### config.mk
export PLATFORM = sky130hd
export DESIGN_NAME = ltl_monitor_sequencer
export DESIGN_NICKNAME = d
export VERILOG_FILES = /design/src/rtl/ltl_monitor_sequencer.sv
export SDC_FILE = /design/constraint.sdc
export NUM_CORES = 1
export LEC_CHECK = 0
export ABC_AREA = 1
export CAP_MARGIN = 20
export CORE_ASPECT_RATIO = 1.25
export CORE_MARGIN = 8
export CORE_UTILIZATION = 44
export CTS_CLUSTER_DIAMETER = 120
export CTS_CLUSTER_SIZE = 25
export DETAILED_ROUTE_END_ITERATION = 6
export PLACE_DENSITY_LB_ADDON = 0.3
export SYNTH_ARGS = -nofsm -noshare
export SYNTH_HDL_FRONTEND = slang
export SYNTH_SLANG_ARGS = --single-unit
### constraint.sdc
create_clock -name clk -period 2 [get_ports clk]
set_clock_uncertainty 0.05 [all_clocks]
set_input_delay 0.6 -clock clk [delete_from_list [all_inputs] [get_ports clk]]
set_output_delay 0.6 -clock clk [all_outputs]
set_load 0.1 [all_outputs]
### src/rtl/ltl_monitor_sequencer.sv
// ltl_monitor_sequencer
//   Front-end controller for one LTL automaton cluster. It round-robin
//   arbitrates NREQ trace-symbol sources onto the cluster's single 8-bit
//   symbol port, sequences a monitoring session (clear, arm, run, drain) and
//   folds the cluster's report outputs into a sticky violation record.
//
// Ports
//   clk, reset            clock, synchronous active-high reset
//   req_valid/req_sym     per-requester symbol offer (symbol i at [8*i+7:8*i])
//   req_ready             one-hot grant, combinational
//   sess_start/sess_stop  session control pulses
//   mon_reset/mon_run     cluster reset / run enables (registered)
//   mon_symbols           symbol presented to the cluster (registered)
//   mon_report            cluster report bits, one cycle behind the symbol
//   busy                  session in CLEAR/ARM/RUN/DRAIN
//   viol/viol_mask        sticky violation flag / OR of report bits seen
//   viol_idx              index of the symbol that produced the first violation
//   sym_count             symbols consumed this session, saturating
module ltl_monitor_sequencer #(
    parameter int NREQ         = 2,
    parameter int REPORT_W     = 4,
    parameter int CNT_W        = 16,
    parameter int RST_CYCLES   = 2,
    parameter int STOP_ON_VIOL = 1
) (
    input  logic                  clk,
    input  logic                  reset,
    input  logic [NREQ-1:0]       req_valid,
    input  logic [NREQ*8-1:0]     req_sym,
    output logic [NREQ-1:0]       req_ready,
    input  logic                  sess_start,
    input  logic                  sess_stop,
    output logic                  mon_reset,
    output logic                  mon_run,
    output logic [7:0]            mon_symbols,
    input  logic [REPORT_W-1:0]   mon_report,
    output logic                  busy,
    output logic                  viol,
    output logic [REPORT_W-1:0]   viol_mask,
    output logic [CNT_W-1:0]      viol_idx,
    output logic [CNT_W-1:0]      sym_count
);

    localparam int PTR_W = (NREQ > 1) ? $clog2(NREQ) : 1;
    localparam int CLR_W = (RST_CYCLES > 1) ? $clog2(RST_CYCLES) : 1;

    typedef enum logic [2:0] {
        S_IDLE,
        S_CLEAR,
        S_ARM,
        S_RUN,
        S_DRAIN,
        S_DONE
    } state_t;

    state_t             state, state_nxt;
    logic [PTR_W-1:0]   rr_ptr;
    logic [CLR_W-1:0]   clr_cnt;
    logic               clr_done;
    logic               start_ok;
    logic               grant_en;
    logic               found;
    logic               gnt_any;
    logic [PTR_W-1:0]   gnt_idx;
    logic [7:0]         gnt_sym;
    logic               run_p1;
    logic [CNT_W-1:0]   idx_p0;
    logic [CNT_W-1:0]   idx_p1;
    logic               viol_hit;
    logic               viol_stop;

    function automatic logic [CNT_W-1:0] sat_inc(input logic [CNT_W-1:0] v);
        return (&v) ? v : v + CNT_W'(1);
    endfunction

    function automatic logic [PTR_W-1:0] ptr_next(input logic [PTR_W-1:0] p);
        return (p == PTR_W'(NREQ - 1)) ? '0 : p + PTR_W'(1);
    endfunction

    // A report is only meaningful for a cycle in which the cluster consumed a symbol.
    assign viol_hit  = run_p1 && (mon_report != '0);
    assign viol_stop = (STOP_ON_VIOL != 0) && viol_hit;
    assign start_ok  = sess_start && ((state == S_IDLE) || (state == S_DONE));
    assign clr_done  = (clr_cnt == CLR_W'(RST_CYCLES - 1));
    assign grant_en  = ((state == S_ARM) || (state == S_RUN)) && !sess_stop && !viol_stop;
    assign busy      = (state == S_CLEAR) || (state == S_ARM) ||
                       (state == S_RUN)   || (state == S_DRAIN);

    // Round-robin search: first pass from the pointer upward, second pass wraps below it.
    always_comb begin
        found   = 1'b0;
        gnt_idx = '0;
        for (int i = 0; i < NREQ; i++) begin
            if (!found && (i >= int'(rr_ptr)) && req_valid[i]) begin
                found   = 1'b1;
                gnt_idx = PTR_W'(i);
            end
        end
        for (int i = 0; i < NREQ; i++) begin
            if (!found && (i < int'(rr_ptr)) && req_valid[i]) begin
                found   = 1'b1;
                gnt_idx = PTR_W'(i);
            end
        end
        gnt_any   = grant_en && found;
        req_ready = '0;
        gnt_sym   = '0;
        for (int i = 0; i < NREQ; i++) begin
            req_ready[i] = gnt_any && (gnt_idx == PTR_W'(i));
            if (gnt_idx == PTR_W'(i)) begin
                gnt_sym = req_sym[8*i +: 8];
            end
        end
    end

    always_comb begin
        state_nxt = state;
        case (state)
            S_IDLE, S_DONE: if (sess_start) state_nxt = S_CLEAR;
            S_CLEAR: begin
                if (sess_stop)     state_nxt = S_DONE;
                else if (clr_done) state_nxt = S_ARM;
            end
            S_ARM: begin
                if (sess_stop)    state_nxt = S_DONE;
                else if (gnt_any) state_nxt = S_RUN;
            end
            S_RUN: begin
                if (viol_stop)      state_nxt = S_DONE;
                else if (sess_stop) state_nxt = S_DRAIN;
            end
            S_DRAIN: state_nxt = S_DONE;
            default: state_nxt = S_IDLE;
        endcase
    end

    always_ff @(posedge clk) begin
        if (reset) begin
            state       <= S_IDLE;
            rr_ptr      <= '0;
            clr_cnt     <= '0;
            mon_reset   <= 1'b1;
            mon_run     <= 1'b0;
            mon_symbols <= '0;
            run_p1      <= 1'b0;
            viol        <= 1'b0;
            viol_mask   <= '0;
            viol_idx    <= '0;
            sym_count   <= '0;
        end else begin
            state     <= state_nxt;
            clr_cnt   <= (state == S_CLEAR) ? clr_cnt + CLR_W'(1) : '0;
            // The cluster leaves reset on the same edge that delivers its first symbol.
            mon_reset <= (state_nxt == S_IDLE) || (state_nxt == S_CLEAR) ||
                         (state_nxt == S_ARM);
            // p0 -> p1: symbol on the port this cycle, its report arrives next cycle.
            mon_run   <= gnt_any;
            run_p1    <= mon_run;
            if (gnt_any) begin
                mon_symbols <= gnt_sym;
                rr_ptr      <= ptr_next(gnt_idx);
            end
            if (start_ok) begin
                viol      <= 1'b0;
                viol_mask <= '0;
                viol_idx  <= '0;
                sym_count <= '0;
            end else begin
                if (viol_hit) begin
                    viol      <= 1'b1;
                    viol_mask <= viol_mask | mon_report;
                    if (!viol) viol_idx <= idx_p1;
                end
                if (gnt_any) sym_count <= sat_inc(sym_count);
            end
        end
    end

    // Symbol index travels with the symbol: p0 at the port, p1 alongside its report.
    always_ff @(posedge clk) begin
        if (gnt_any) idx_p0 <= sym_count;
        idx_p1 <= idx_p0;
    end

endmodule

-- Word level (Yosys, flattened, before mapping)
Index checks and enable logic that the tools add are counted.
Widths: inputs -> output; s select.
- bits in writable memories: 0
- register bits: 85
- latch bits: 0
- memories: 0
- logic and storage cells: 76
- bits in read-only memories: 0
- output and inout bits: 50
- bits of input ports: 26
- $lt $le $gt $ge: 2
- shift operators: 0
- add/sub/neg operators: 3
- mux-type cells: 15
- eq/ne operators: 7
- bitwise operators: 5
- divide/modulo/power cells: 0
- reductions and logical operators: 31
- multiply operators: 0
- operators with widths (kind ; number):
    $mux 3 ; 7
    $add 16x1->16 const B ; 1
    $reduce_and 16->1 ; 1
    $pmux 3 s5 ; 1
    $logic_and 1x1->1 ; 11
    $eq 3x2->1 const B ; 3
    $mux 8 ; 1
    $logic_or 1x1->1 ; 7
    $eq 3x1->1 const B ; 2
    $eq 3x3->1 const B ; 2
    $logic_not 3->1 ; 2
    $mux 1 ; 6
    $reduce_or 2->1 ; 3
    $logic_not 1->1 ; 4
    $not 1->1 ; 4
    $or 4x4->4 ; 1
    $reduce_and 2->1 ; 2
    $reduce_bool 4->1 ; 1
    $add 1x1->1 const B ; 2
    $ge 1x1->1 const A ; 1
    $lt 1x1->1 const A ; 1

-- Depth between registers and ports, before layout
- depth after elaboration: 17
- depth in mapped cells: 12
- gate-level depth less buffers: 11

-- Worst setup path after synthesis
Ideal clock, no wire load.
- path kind: in2out
- start: input port mon_report[3]
- end: output port req_ready[1]
- path buffers: 0
- data required time: 1.350 ns
- arrival time: 1.970 ns
- slack: -0.620 ns
- stages: 5
- cell sequence: nor2_1 > nand2_1 > nand2_1 > nand3_4 > nor2_2
- longest elaborated chain between the ends: 6
- RTL lines (item ; line ; RTL):
    from (decl) ; 36 ; input logic [REPORT_W-1:0] mon_report,
    $reduce_bool 4->1 ; 81 ; assign viol_hit = run_p1 && (mon_report != '0);
    $logic_and 1x1->1 ; 81 ;
    $logic_not 1->1 ; 85 ; assign grant_en = ((state == S_ARM) || (state == S_RUN)) && !sess_stop && !viol_stop;
    $logic_and 1x1->1 ; 85 ;
    $logic_and 1x1->1 ; 105 ; gnt_any = grant_en && found;
    $logic_and 1x1->1 ; 109 ; req_ready[i] = gnt_any && (gnt_idx == PTR_W'(i));
    to (decl) ; 30 ; output logic [NREQ-1:0] req_ready,
Every way passes these cells.

-- Final worst setup path
- start: input port mon_report[2]
- end: output port req_ready[0]
The elaborated chain is that of the path after synthesis.

==> summary.txt <==
Status
  – Run status: complete, but fails checks
  – Failing checks: setup timing

Drt
  – Vias after detailed routing: 2834
  – Number of remaining DRC errors: 0
  – Routed Antenna Nets: 0
  – Routed len/inst: 13.9 um
  – Starting DRT DRC Count: 154
  – Routed wire length: 8.00 mm
  – Vias/cell: 4.91
  – Pre-antenna DRT Iters: 4

Clock tree
  – CTS Buffer Depth: 2
  – Clock sink count: 85
  – CTS HTree Levels: 3
  – Clock-pin slew on the worst setup and hold paths: 80 ps
  – Latest clock arrival within the worst-skew pair: 350 ps
  – Clk root buf: clkbuf_8
  – TritonCTS clock tree: yes
  – CTS buffer count: 9
  – Count of hold-fix buffers inserted at cts: 0

Synth
  – Synthesized instance count: 380
  – Mapped Area: 0.00326 mm2
  – Yosys warns: 0
  – Syn nets: 407
  – Sequential-to-total area share from yosys stat: 57.2%
  – Synth top area share: 42.4%
  – Synth top area cells: dfxtp_1 42%, edfxtp_1 15%, nand2_1 12%, a21oi_1 5.7%, o21ai_0 3.7%
  – Syn Area/Cell: 8.57 um2
  – Cell variety after synth: 30
  – Leading area contributor after synthesis: dfxtp_1
  – Synth Register Bits: 85

Global route
  – Vias in the first global route: 2785
  – First-pass GRT wire length: 13.2 mm
  – Grt ovf: 0
  – GR peak layer: met2
  – Initial antenna violation count: 0
  – Global routing usage on met3: 2.80%
  – Grt met1 use: 17.1%
  – Met2 Use GR: 26.4%
  – GRT Util Overall: 15.5%
  – Largest net degree at the start of global routing: 33

Timing
  – Final period util: 101%
  – Final hold vios: 0
  – Measured slew at the worst slew-check pin: 538 ps
  – Max Clk Rate: 496 MHz
  – Hold Slack: 295 ps
  – Final min period: 2020 ps
  – Final setup fails: 3
  – Final Max Tran Viols: 0
  – Relative slew slack: 64.1%
  – Unrepaired setup endpoints after global routing: true
  – Setup ws final: -16.5 ps

Power and ir drop
  – Comb pwr share: 12.8%
  – Flop pwr share: 54.4%
  – Worst vdd ir: 0.000491 V
  – Pleak: 1.86 nW
  – Sw power: 0.000901 W
  – Tot Pwr: 0.00328 W
  – Clock share of power: 32.9%
  – Net Sw Frac: 27.5%
  – P_int: 0.00238 W
  – Power density cells: 649 mW/mm2

Critical path
  – CP Data Arrival Time: 1370 ps
  – CP most frequent cell: nor2_4
  – Crit-path max cell delay: 180 ps
  – Crit end category: output pin
  – Slowest cell on the critical path: buf_12
  – Worst path cell trace: buf_6, nor2_4, nand2_2, nand2_4, nand3_4, nor2_4, buf_12
  – Worst Path Max Fanout: 3
  – Setup CP Type: input port to output pin
  – Type of origin of the critical path: input port
  – Worst EP required: 1350 ps
  – Worst path bufs/invs: 2
  – Crit path max-delay family: simple AND/OR/NAND/NOR gates
  – R2R Setup Slk: 190 ps

Finish
  – # diodes: 0
  – Layout cells sized above 1: 30.5%
  – Core Util, Final: 69.4%
  – Synth-to-Final Area Change: 55.0%
  – Final #Nets: 507
  – Filler cells: 543

Floorplan
  – I/O pin cnt: 76
  – Starting Density: 44.8%
  – Core area: 0.00727 mm2
  – # rows: 35
  – Die height: 112 um
  – Die width: 93.0 um
  – Die area: 0.0104 mm2

Placed design
  – Port-buffer cells: 75
  – HPWL Detailed: 5.87 mm
  – RD Place Congestion: 0.887

Flow run
  – Max Cap Violations: 0

Hold path
  – Hold crit path type: register to register
## synthesized netlist by cell type, drive strengths merged
| cell type | number |
|---|---|
| buf | 4 |
| nor3 | 11 |
| dfxtp | 69 |
| clkinv | 1 |
| o21ai | 25 |
| nand3 | 12 |
| nand4 | 4 |
| inv | 31 |
| xnor2 | 1 |
| nor2 | 37 |
| a31oi | 8 |
| a21oi | 38 |
| edfxtp | 16 |
| or2 | 1 |
| nand2 | 105 |
| a211oi | 1 |
| ha | 1 |
| clkbuf | 8 |
| xor2 | 7 |
## power groups by stage
stage / Combinational [W] / Clock [W] / Sequential [W]
floorplan: 0.000204 / 0 / 0.00184
global placement: 0.000390 / 0 / 0.00181
detailed placement: 0.000394 / 0 / 0.00181
CTS: 0.000413 / 0.00110 / 0.00178
global route: 0.000446 / 0.00118 / 0.00178
finish: 0.000418 / 0.00108 / 0.00178
## registers in the layout, summed over array words and instances, names as in the netlist
register / flops
idx_p0: 16
viol_mask: 4
sym_count: 16
run_p1: 1
idx_p1: 16
clr_cnt: 1
viol: 1
rr_ptr: 1
viol_idx: 16
mon_symbols: 8
state: 3
mon_run: 1
mon_reset: 1
## per-stage QoR
stage | std cells | area [um2] | TNS, ps | setup WS [ps]
6_report | 577 | 5050 | -32.9 | -16.5
5_1_grt | 577 | 5050 | -216 | -75.2
4_1_cts | 575 | 5020 | -133 | -71.3
3_5_place_dp | 549 | 4750 | -17970 | -495
3_3_place_gp | 549 | 4750 | -13250 | -429
2_1_floorplan | 380 | 3320 | -541 | -237
## final timing paths
kind	from	cells after the start	to
worst max-delay path	mon_report[2]	7	req_ready[0]
worst min-delay path	idx_p0[6]	0	idx_p1[6]
worst max register to register	sym_count[0]	9	sym_count[0]
worst min register to register	idx_p0[6]	0	idx_p1[6]
## routing by layer
layer	wire length (um)	share of wire, %
met1	3150	39
met2	4160	52
met3	372	4.7
met4	307	3.8
met5	0	0
## layout make-up
cell class	count	area, um2	area share (%)
timing repair buffer	101	1460	28.9
multi-input combinational	251	1280	25.3
sequential	85	1900	37.6
tap	92	115	2.28
inverter	32	126	2.50
clock inverter	7	48.8	0.967
clock buffer	9	124	2.45
## cells in the final DEF, fill, tap and decap left out, types with 2 or more instances in the layout
cell             instances
nand2_1                 97
dfxtp_1                 52
buf_12                  52
a21oi_1                 37
nor2_1                  26
o21ai_0                 24
buf_4                   24
inv_1                   23
clkdlybuf4s50_1         18
edfxtp_1                16
dfxtp_2                 12
nand3_1                 11
clkbuf_8                 9
a31oi_1                  8
nor3_1                   8
nor2_4                   7
xor2_1                   7
nand2_2                  6
inv_2                    6
dfxtp_4                  5
nand4_1                  4
nor2_2                   3
inv_4                    3
buf_6                    3
nand2_4                  2
nor3_2                   2
clkinv_2                 2
inv_6                    2
clkbuf_2                 2
## cells by family (layout without fill, tap and decap cells)
kind of cell / Yosys count / count (layout) / share of synthesized area (%)
simple gates: 170 / 170 / 23.2
flops: 85 / 85 / 57.2
compound gates: 72 / 72 / 11.6
buf+inv: 44 / 149 / 5.53
xor+xnor: 8 / 8 / 2.15
fa+ha+maj: 1 / 1 / 0.384
## what timing repair did
item / CTS / global route
endpoints found under the setup margin: 17 / 3
gates resized for setup: 33 / 13
setup buffers: 10 / 2
pin swaps: 9 / 6
Note: power is estimated with default switching activity, not from simulation.
